$ cat src/rtl/gmii_tx_arbiter.sv
// Round-robin sharing of one GMII transmit path between two byte-stream sources, with preamble/SFD,
// inter-frame gap, underrun and oversize handling. Define FCS_APPEND_EN to append a CRC-32 FCS.
module gmii_tx_arbiter #(
  parameter int PREAMBLE_LEN    = 7,
  parameter int IFG_CYCLES      = 12,
  parameter int MAX_FRAME_BYTES = 1518
) (
  input  logic       gmii_tx_clk,
  input  logic       reset_n,
  input  logic       s0_valid,
  input  logic [7:0] s0_data,
  input  logic       s0_last,
  output logic       s0_ready,
  input  logic       s1_valid,
  input  logic [7:0] s1_data,
  input  logic       s1_last,
  output logic       s1_ready,
  output logic [7:0] gmii_txd,
  output logic       gmii_txen,
  output logic       gmii_txer,
  output logic [1:0] grant,
  output logic       busy
);

  localparam logic [7:0]  PRE_LAST = 8'(PREAMBLE_LEN);
  localparam logic [7:0]  IFG_LAST = 8'(IFG_CYCLES - 1);
  localparam logic [10:0] MAX_B    = 11'(MAX_FRAME_BYTES);

  typedef enum logic [2:0] {
    ST_IDLE, ST_PRE, ST_DATA, ST_ERR, ST_DRAIN, ST_IFG, ST_FCS
  } state_t;

  state_t      state;
  logic [7:0]  cnt;
  logic [10:0] byte_cnt;
  logic        pref;
  logic        sel_valid;
  logic        sel_last;
  logic [7:0]  sel_data;

  function automatic logic [10:0] sat_inc(input logic [10:0] v);
    return (v == 11'h7FF) ? v : v + 11'd1;
  endfunction

`ifdef FCS_APPEND_EN
  logic [31:0] crc;

  function automatic logic [31:0] crc_byte(input logic [31:0] c, input logic [7:0] d);
    logic [31:0] r;
    r = c ^ {24'h0, d};
    for (int k = 0; k < 8; k++)
      r = r[0] ? ((r >> 1) ^ 32'hEDB88320) : (r >> 1);
    return r;
  endfunction
`endif

  assign sel_valid = grant[1] ? s1_valid : (grant[0] & s0_valid);
  assign sel_last  = grant[1] ? s1_last  : s0_last;
  assign sel_data  = grant[1] ? s1_data  : s0_data;

  // Ready is withheld during the underrun error cycle (ST_ERR) and everywhere outside DATA/DRAIN.
  assign s0_ready = ((state == ST_DATA) || (state == ST_DRAIN)) && grant[0];
  assign s1_ready = ((state == ST_DATA) || (state == ST_DRAIN)) && grant[1];
  assign busy     = (state != ST_IDLE);

  always_ff @(posedge gmii_tx_clk or negedge reset_n) begin
    if (!reset_n) begin
      state     <= ST_IDLE;
      cnt       <= '0;
      byte_cnt  <= '0;
      pref      <= 1'b0;
      grant     <= 2'b00;
      gmii_txd  <= '0;
      gmii_txen <= 1'b0;
      gmii_txer <= 1'b0;
`ifdef FCS_APPEND_EN
      crc       <= 32'hFFFFFFFF;
`endif
    end else begin
      case (state)
        ST_IDLE: begin
          gmii_txd  <= '0;
          gmii_txen <= 1'b0;
          gmii_txer <= 1'b0;
          if (s0_valid || s1_valid) begin
            state     <= ST_PRE;
            gmii_txen <= 1'b1;
            gmii_txd  <= 8'h55;
            cnt       <= 8'd1;
            byte_cnt  <= '0;
            // pref==0 means source 0 wins a tie; the loser of this decision is preferred next.
            if (s0_valid && (!s1_valid || !pref)) begin
              grant <= 2'b01;
              pref  <= 1'b1;
            end else begin
              grant <= 2'b10;
              pref  <= 1'b0;
            end
          end
        end
        ST_PRE: begin
          gmii_txen <= 1'b1;
          gmii_txer <= 1'b0;
          if (cnt >= PRE_LAST) begin
            gmii_txd <= 8'hD5;
            state    <= ST_DATA;
`ifdef FCS_APPEND_EN
            crc      <= 32'hFFFFFFFF;
`endif
          end else begin
            gmii_txd <= 8'h55;
            cnt      <= cnt + 8'd1;
          end
        end
        ST_DATA: begin
          gmii_txen <= 1'b1;
          if (sel_valid) begin
            gmii_txd  <= sel_data;
            gmii_txer <= 1'b0;
            byte_cnt  <= sat_inc(byte_cnt);
`ifdef FCS_APPEND_EN
            crc       <= crc_byte(crc, sel_data);
`endif
            if (sel_last) begin
              cnt   <= '0;
`ifdef FCS_APPEND_EN
              state <= ST_FCS;
`else
              state <= ST_IFG;
`endif
            end else if (byte_cnt >= MAX_B) begin
              gmii_txer <= 1'b1;
              state     <= ST_DRAIN;
            end
          end else begin
            gmii_txd  <= '0;
            gmii_txer <= 1'b1;
            state     <= ST_ERR;
          end
        end
        ST_ERR: begin
          gmii_txd  <= '0;
          gmii_txen <= 1'b0;
          gmii_txer <= 1'b0;
          state     <= ST_DRAIN;
        end
        ST_DRAIN: begin
          gmii_txd  <= '0;
          gmii_txen <= 1'b0;
          gmii_txer <= 1'b0;
          if (sel_valid && sel_last) begin
            state <= ST_IFG;
            cnt   <= '0;
          end
        end
        ST_IFG: begin
          gmii_txd  <= '0;
          gmii_txen <= 1'b0;
          gmii_txer <= 1'b0;
          if (cnt >= IFG_LAST) begin
            state <= ST_IDLE;
            grant <= 2'b00;
          end else begin
            cnt <= cnt + 8'd1;
          end
        end
`ifdef FCS_APPEND_EN
        ST_FCS: begin
          gmii_txen <= 1'b1;
          gmii_txer <= 1'b0;
          gmii_txd  <= ~crc[7:0];
          crc       <= {8'h00, crc[31:8]};
          if (cnt == 8'd3) begin
            state <= ST_IFG;
            cnt   <= '0;
          end else begin
            cnt <= cnt + 8'd1;
          end
        end
`endif
        default: begin
          state     <= ST_IDLE;
          grant     <= 2'b00;
          gmii_txd  <= '0;
          gmii_txen <= 1'b0;
          gmii_txer <= 1'b0;
        end
      endcase
    end
  end

endmodule

$ cat config.mk
export PLATFORM = sky130hd
export DESIGN_NAME = gmii_tx_arbiter
export DESIGN_NICKNAME = d
export VERILOG_FILES = /design/src/rtl/gmii_tx_arbiter.sv
export SDC_FILE = /design/constraint.sdc
export NUM_CORES = 1
export LEC_CHECK = 0
export ABC_AREA = 1
export ABC_CLOCK_PERIOD_IN_PS = 2200
export CELL_PAD_IN_SITES_DETAIL_PLACEMENT = 2
export CELL_PAD_IN_SITES_GLOBAL_PLACEMENT = 2
export CORE_ASPECT_RATIO = 1.25
export CORE_MARGIN = 2
export CORE_UTILIZATION = 30
export CTS_BUF_LIST = sky130_fd_sc_hd__clkbuf_4
export CTS_CLUSTER_SIZE = 20
export DETAILED_ROUTE_END_ITERATION = 7
export GPL_ROUTABILITY_DRIVEN = 0
export GPL_TIMING_DRIVEN = 0
export PLACE_DENSITY_LB_ADDON = 0.1
export SLEW_MARGIN = 20
export SYNTH_ARGS = -nofsm -noshare
export SYNTH_HDL_FRONTEND = slang
export SYNTH_SLANG_ARGS = --single-unit
export TNS_END_PERCENT = 1
$ cat constraint.sdc
create_clock -name gmii_tx_clk -period 2.2 [get_ports gmii_tx_clk]
set_input_delay 0.55 -clock gmii_tx_clk [delete_from_list [all_inputs] [get_ports gmii_tx_clk]]
set_output_delay 0.55 -clock gmii_tx_clk [all_outputs]
set_load 0.01 [all_outputs]
## Word level (Yosys, flattened, before mapping)

Index checks and enable logic that the tools add are counted.

- Register bits after elaboration: 35
- Bits in latches: 0
- Bits in writable memories: 0
- Bits in read-only memories: 0
- Input bits: 22
- Output and inout bits: 15
- Word-level logic and storage cells: 88
- Memories: 0

- $add $sub $neg: 2
- Multipliers: 0
- Divide/modulo/power cells: 0
- Magnitude comparators: 3
- Equal/unequal tests: 16
- Shift-type cells: 0
- Mux-type cells: 37
- Bitwise gates (word level): 2
- Reductions and logical operators: 20

Operator list:

| operator | count |
|---|---|
| $mux W8 | 9 |
| $pmux W8 S5 | 1 |
| $mux W11 | 3 |
| $pmux W8 S3 | 1 |
| $pmux W11 S2 | 1 |
| $mux W3 | 7 |
| $pmux W3 S6 | 1 |
| $ne A2 B2 Y1 const B | 8 |
| $add A11 B1 Y11 const B | 1 |
| $eq A11 B11 Y1 const B | 1 |
| $ge A11 B11 Y1 const B | 1 |
| $add A8 B1 Y8 const B | 1 |
| $ge A8 B3 Y1 const B | 1 |
| $ge A8 B4 Y1 const B | 1 |
| $mux W1 | 8 |
| $mux W7 | 1 |
| $reduce_and A7 Y1 | 1 |
| $eq A3 B2 Y1 const B | 2 |
| $eq A3 B3 Y1 const B | 2 |
| $mux W2 | 3 |
| $pmux W2 S3 | 1 |
| $reduce_and A5 Y1 | 1 |
| $reduce_bool A5 Y1 | 1 |
| $logic_and A1 B1 Y1 | 4 |
| 16 further kinds | 19 |

## Depth between registers and ports, before layout

- Word-level depth: 6
- Depth in mapped cells: 12
- Gate-level depth less buffers: 10

## Worst setup path before layout

No wires, ideal clock.

- Path kind: reg-to-output
- Start point: register state[0]
- End point: output s0_ready
- Data arrival time: 1021 ps
- Required time: 1650 ps
- Setup slack: 629 ps
- Stages on the path, launching flop included: 6
- Buffers on the path: 0
- Cells stage by stage: dfrtp_1 nor2_1 nand2_1 nand2_1 inv_1 nor2_1

- Word-level cells in the longest chain between the ends: 3
- Elaborated cells between the ends (all ways): 4
- Classes of those cells: eq/ne (2); reduce/logical (2)

Ends and longest elaborated chain:

| item | line | source |
|---|---|---|
| start, declared | 33 | `state_t state;` |
| start signal, assigned | 68 | `state <= ST_IDLE;` |
| start signal, assigned | 86 | `state <= ST_PRE;` |
| start signal, assigned | 106 | `state <= ST_DATA;` |
| $eq A3 B2 Y1 / $eq A3 B3 Y1 (equally long branches) | 62 | `assign s0_ready = ((state == ST_DATA) \|\| (state == ST_DRAIN)) && grant[0];` |
| $logic_or A1 B1 Y1 * | 62 |  |
| $logic_and A1 B1 Y1 * | 62 |  |
| end, declared | 13 | `output logic s0_ready,` |

Mark *: on every way between the ends. The rest lies on a longest branch, timed or not.

## Final worst setup path

Same ends and word-level chain as after synthesis.

==> reports/results.env <==
FINAL_ANTENNA_NET_COUNT=0
DIEWIDTH_UM=77.7
FINAL_SETUP_MARGIN_NS=0.113
CTS.SINK_COUNT=35
GRT_ANTENNA_BEFORE_REPAIR=0
COMMONEST_NON_FILL_NON_TAP_CELL_IN_THE_LAYOUT='nand2_1'
FINAL_HOLD_VIOL_COUNT=0
FIRST_GLOBAL_VIAS=2236
CLOCK-SKEW-FINAL_NS=0.0146
POST-PLACE-WS_NS=-0.0132
USE_MET1=0.205
AREAGROWTHSYNTHTOFINISH_PCT=28.9
SYNTH.LIB_CELLS_USED.DISTINCT=31
FINALNETCOUNT=342
FINALSETUPTNS_NS=0
RESIDUAL_DRC=0
CLK_LATENCY_NS=0.35
STD_CELL_ROWS=33
LAYOUT-DRIVE-GT1-SHARE=0.160
GLOBAL_ROUTE.USAGE.TOTAL=0.190
ROUTE.DETAILED.VIAS_PER_INST=4.89
VDD_IR_DROP_MAX_V=0.000387
CLOCK-ROOT-BUFFER='clkbuf_4'
LAYOUT_COMMON_CELLS='nand2_1, nor2_1, dfrtp_1, clkdlybuf4s50_1, inv_1'
HOLD_PATH_CLASS='in2async'
FIN_CRIT_NS=2.09
MAXCLOCKFREQUENCY_MHz=479
NUM_VIAS=1979
TIMING.FINAL.SETUP_VIOLATIONS=0
CLK_PIN_SLEW_WORST_PATHS_NS=0.12
WORSTPATHCELLLIST='buf_4 -> nor2_4 -> nand2_2 -> nand2_2 -> inv_1 -> nor2_1 -> buf_2'
GLOBAL_ROUTE_HOTTEST_LAYER='met2'
CP-START-KIND='flop'
FLOORPLAN.DIE.HEIGHT_UM=96.2
HPWL_MM=4.81
RUN_STATUS='finished, final reports clean'
WORST-SETUP-PATH-TYPE='reg2out'
SYNTH_SEQUENTIAL_AREA_RATIO=0.430
TIMING.CRITICAL_PATH.REQUIRED_NS=1.65
PLACED_INSTANCES=392
GLOBAL_ROUTE_MET3_USAGE=0.0319
IOPINCOUNT=37
WL_MM=6.35
POSTCTSHOLDBUFS=0
LARGEST_NET_DEGREE_AT_THE_START_OF_GLOBAL_ROUTING=27
TRITONCTS_CLOCK_TREE='done'
MAXSLEWHEADROOM=0.740
SYN_AREA_MM2=0.00204
AVGSYNTHCELLAREA_UM2=7.61
BUFFER_PORTS.INSERTED=36
INSERTEDDIODECOUNT=0
SYN-INSTANCE-COUNT=268
YOSYSWARNINGS=0
NETLIST.AREA_LEADER.SHARE=0.430
TIMING_MAX_TRANSITION_VIOLATIONS_FINAL=0
GRT_PASS1_WL_MM=11.0
SYNTH.NET_COUNT=293
DRV.MAX_CAP_VIOLATION_COUNT=0
DATA_ARRIVAL_TIME_AT_THE_WORST_SLACK_ENDPOINT_NS=1.54
NUMCTSBUFFERS=5
GR-USAGE-MET2=0.366
SYNTH_FLOP_CELL='dfrtp_1'
SYNTH.AREA.TOP_CELLS='dfrtp_1, nand2_1, nor2_1, nand3_1, inv_1'
WORST_PATH_MOST_REPEATED_CELL='nand2_2'
COREAREA_MM2=0.00657
SYNTH_ASYNC_SR_FLOP_SHARE=1.00
POSTSYNTHREGISTERBITS=35
STATIC-LEAKAGE-POWER_nW=1.22
RSZ0062_AT_GRT='no'
MAX_SLEW.WORST_PIN.SLEW_NS=0.386
CRIT_SLOWEST_CELL='dfrtp_2'
ENDPOINT_KIND='output pin'
CRITICAL_PATH.MAX_FANOUT=3
START_UTIL=0.310
DIE_AREA_MM2=0.00747
DRT_PASS1_ITERATIONS=4
P_TOTAL_mW=2.82
P_PER_AREA_mW_PER_MM2=1070
DELAY_CONTRIBUTED_BY_THE_SLOWEST_STAGE_OF_THE_CRITICAL_PATH_NS=0.45
WL_PER_CELL_UM=15.7
GRT_REMAINING_OVERFLOW=0
NUMBER_OF_ENABLE_TYPE_REGISTER_CELLS_IN_THE_SYNTHESIZED_NETLIST=0
DRT-INITIAL-DRC-COUNT=44
CLOCK_TREE.BUFFER_DEPTH=2
FINAL.HOLD.WORST_SLACK_NS=0.0663
CTS-HTREE-LEVELS=2
STDCELL_COUNT=405
CELL_TYPE_WITH_THE_HIGHEST_AGGREGATE_AREA_IN_THE_NETLIST='dfrtp_1'
MIN_PERIOD_OVER_PERIOD=0.949
worst max-delay path: cells and delay by family, from the launching register on:
| kind | cells | cell delay (ns) |
|---|---|---|
| DFF | 1 | 0.45 |
| and+or+nand+nor | 4 | 0.38 |
| buffers and inverters | 3 | 0.36 |
through the flow:
stage	util	cell area, µm²
5_1_grt	0.400	2630
6_report	0.400	2630
4_1_cts	0.400	2630
3_3_place_gp	0.382	2510
3_5_place_dp	0.384	2520
2_1_floorplan	-	2040
path summary, 6_finish.rpt:
check                                         from                      end  depth (start not counted)  slack [ns]
min                                        reset_n       cnt[2]$_DFFE_PN0P_                          1        0.07
max reg2reg                byte_cnt[0]$_DFFE_PN0P_  byte_cnt[3]$_DFFE_PN0P_                         11        0.35
max in group asynchronous                  reset_n     state[1]$_DFFE_PN0P_                          2        1.68
min reg2reg                       pref$_DFFE_PN0P_         pref$_DFFE_PN0P_                          2        0.49
max                           state[0]$_DFFE_PN0P_                 s0_ready                          7        0.11
min in group gmii_tx_clk          pref$_DFFE_PN0P_         pref$_DFFE_PN0P_                          2        0.49
cell type report:
cell class,instances,area [µm²]
multi-input cells,198,1010
fillers,766,3940
inverters,31,121
plain buffers,4,45.0
repair buffers,42,407
clock buffers,7,52.6
clock inverters,1,5.00
well taps,87,109
flip-flops and latches,35,880
sequential cells by signal, indices dropped and copies added (netlist names):
signal     count
cnt            8
gmii_txer      1
state          3
grant          2
pref           1
gmii_txd       8
byte_cnt      11
gmii_txen      1
report_power, final:
part	leakage (nW)	switching [mW]	total (mW)	internal [mW]
logic	0.724	0.923	1.54	0.620
registers	0.461	0.112	0.899	0.788
clock network	0.0361	0.228	0.378	0.149
total	1.22	1.26	2.82	1.56
synthesized netlist by cell type, types with 2 or more instances:
library cell / instances
nand4_1: 3
xor2_1: 5
nand2_2: 6
inv_4: 2
a21oi_1: 8
buf_6: 4
o31ai_1: 4
a31oi_1: 2
o21ai_0: 9
inv_1: 24
nand3_1: 22
nor2_4: 3
dfrtp_1: 35
nor2_2: 3
nor2_1: 35
nand2_4: 2
nor3_1: 2
ha_1: 3
nand2_1: 71
o21ai_1: 10
inv_2: 5
routing by layer:
metal  vias to the layer above  part of all wire
met1                      1003              0.42
met2                        14              0.55
met4                         0             0.015
li1                        953                 -
met5                         -                 0
met3                         9             0.017
logic make-up after synthesis:
kind of cell | Yosys count | synth area share
AND/OR/NAND/NOR | 150 | 0.329
AO/OA/AOI/OAI | 38 | 0.111
buffers and inverters | 35 | 0.0816
flip-flops | 35 | 0.430
XOR/XNOR | 6 | 0.0258
adder cells (fa/ha/maj) | 3 | 0.0184
multiplexers | 1 | 0.00491
timing repair:
action	4_1_cts	5_1_grt
setup buffers	4	1
pin swaps	1	2
gates resized for setup	14	4
endpoints found under the setup margin	3	3
cloned	0	0
Power figures use the tool's default switching activity.
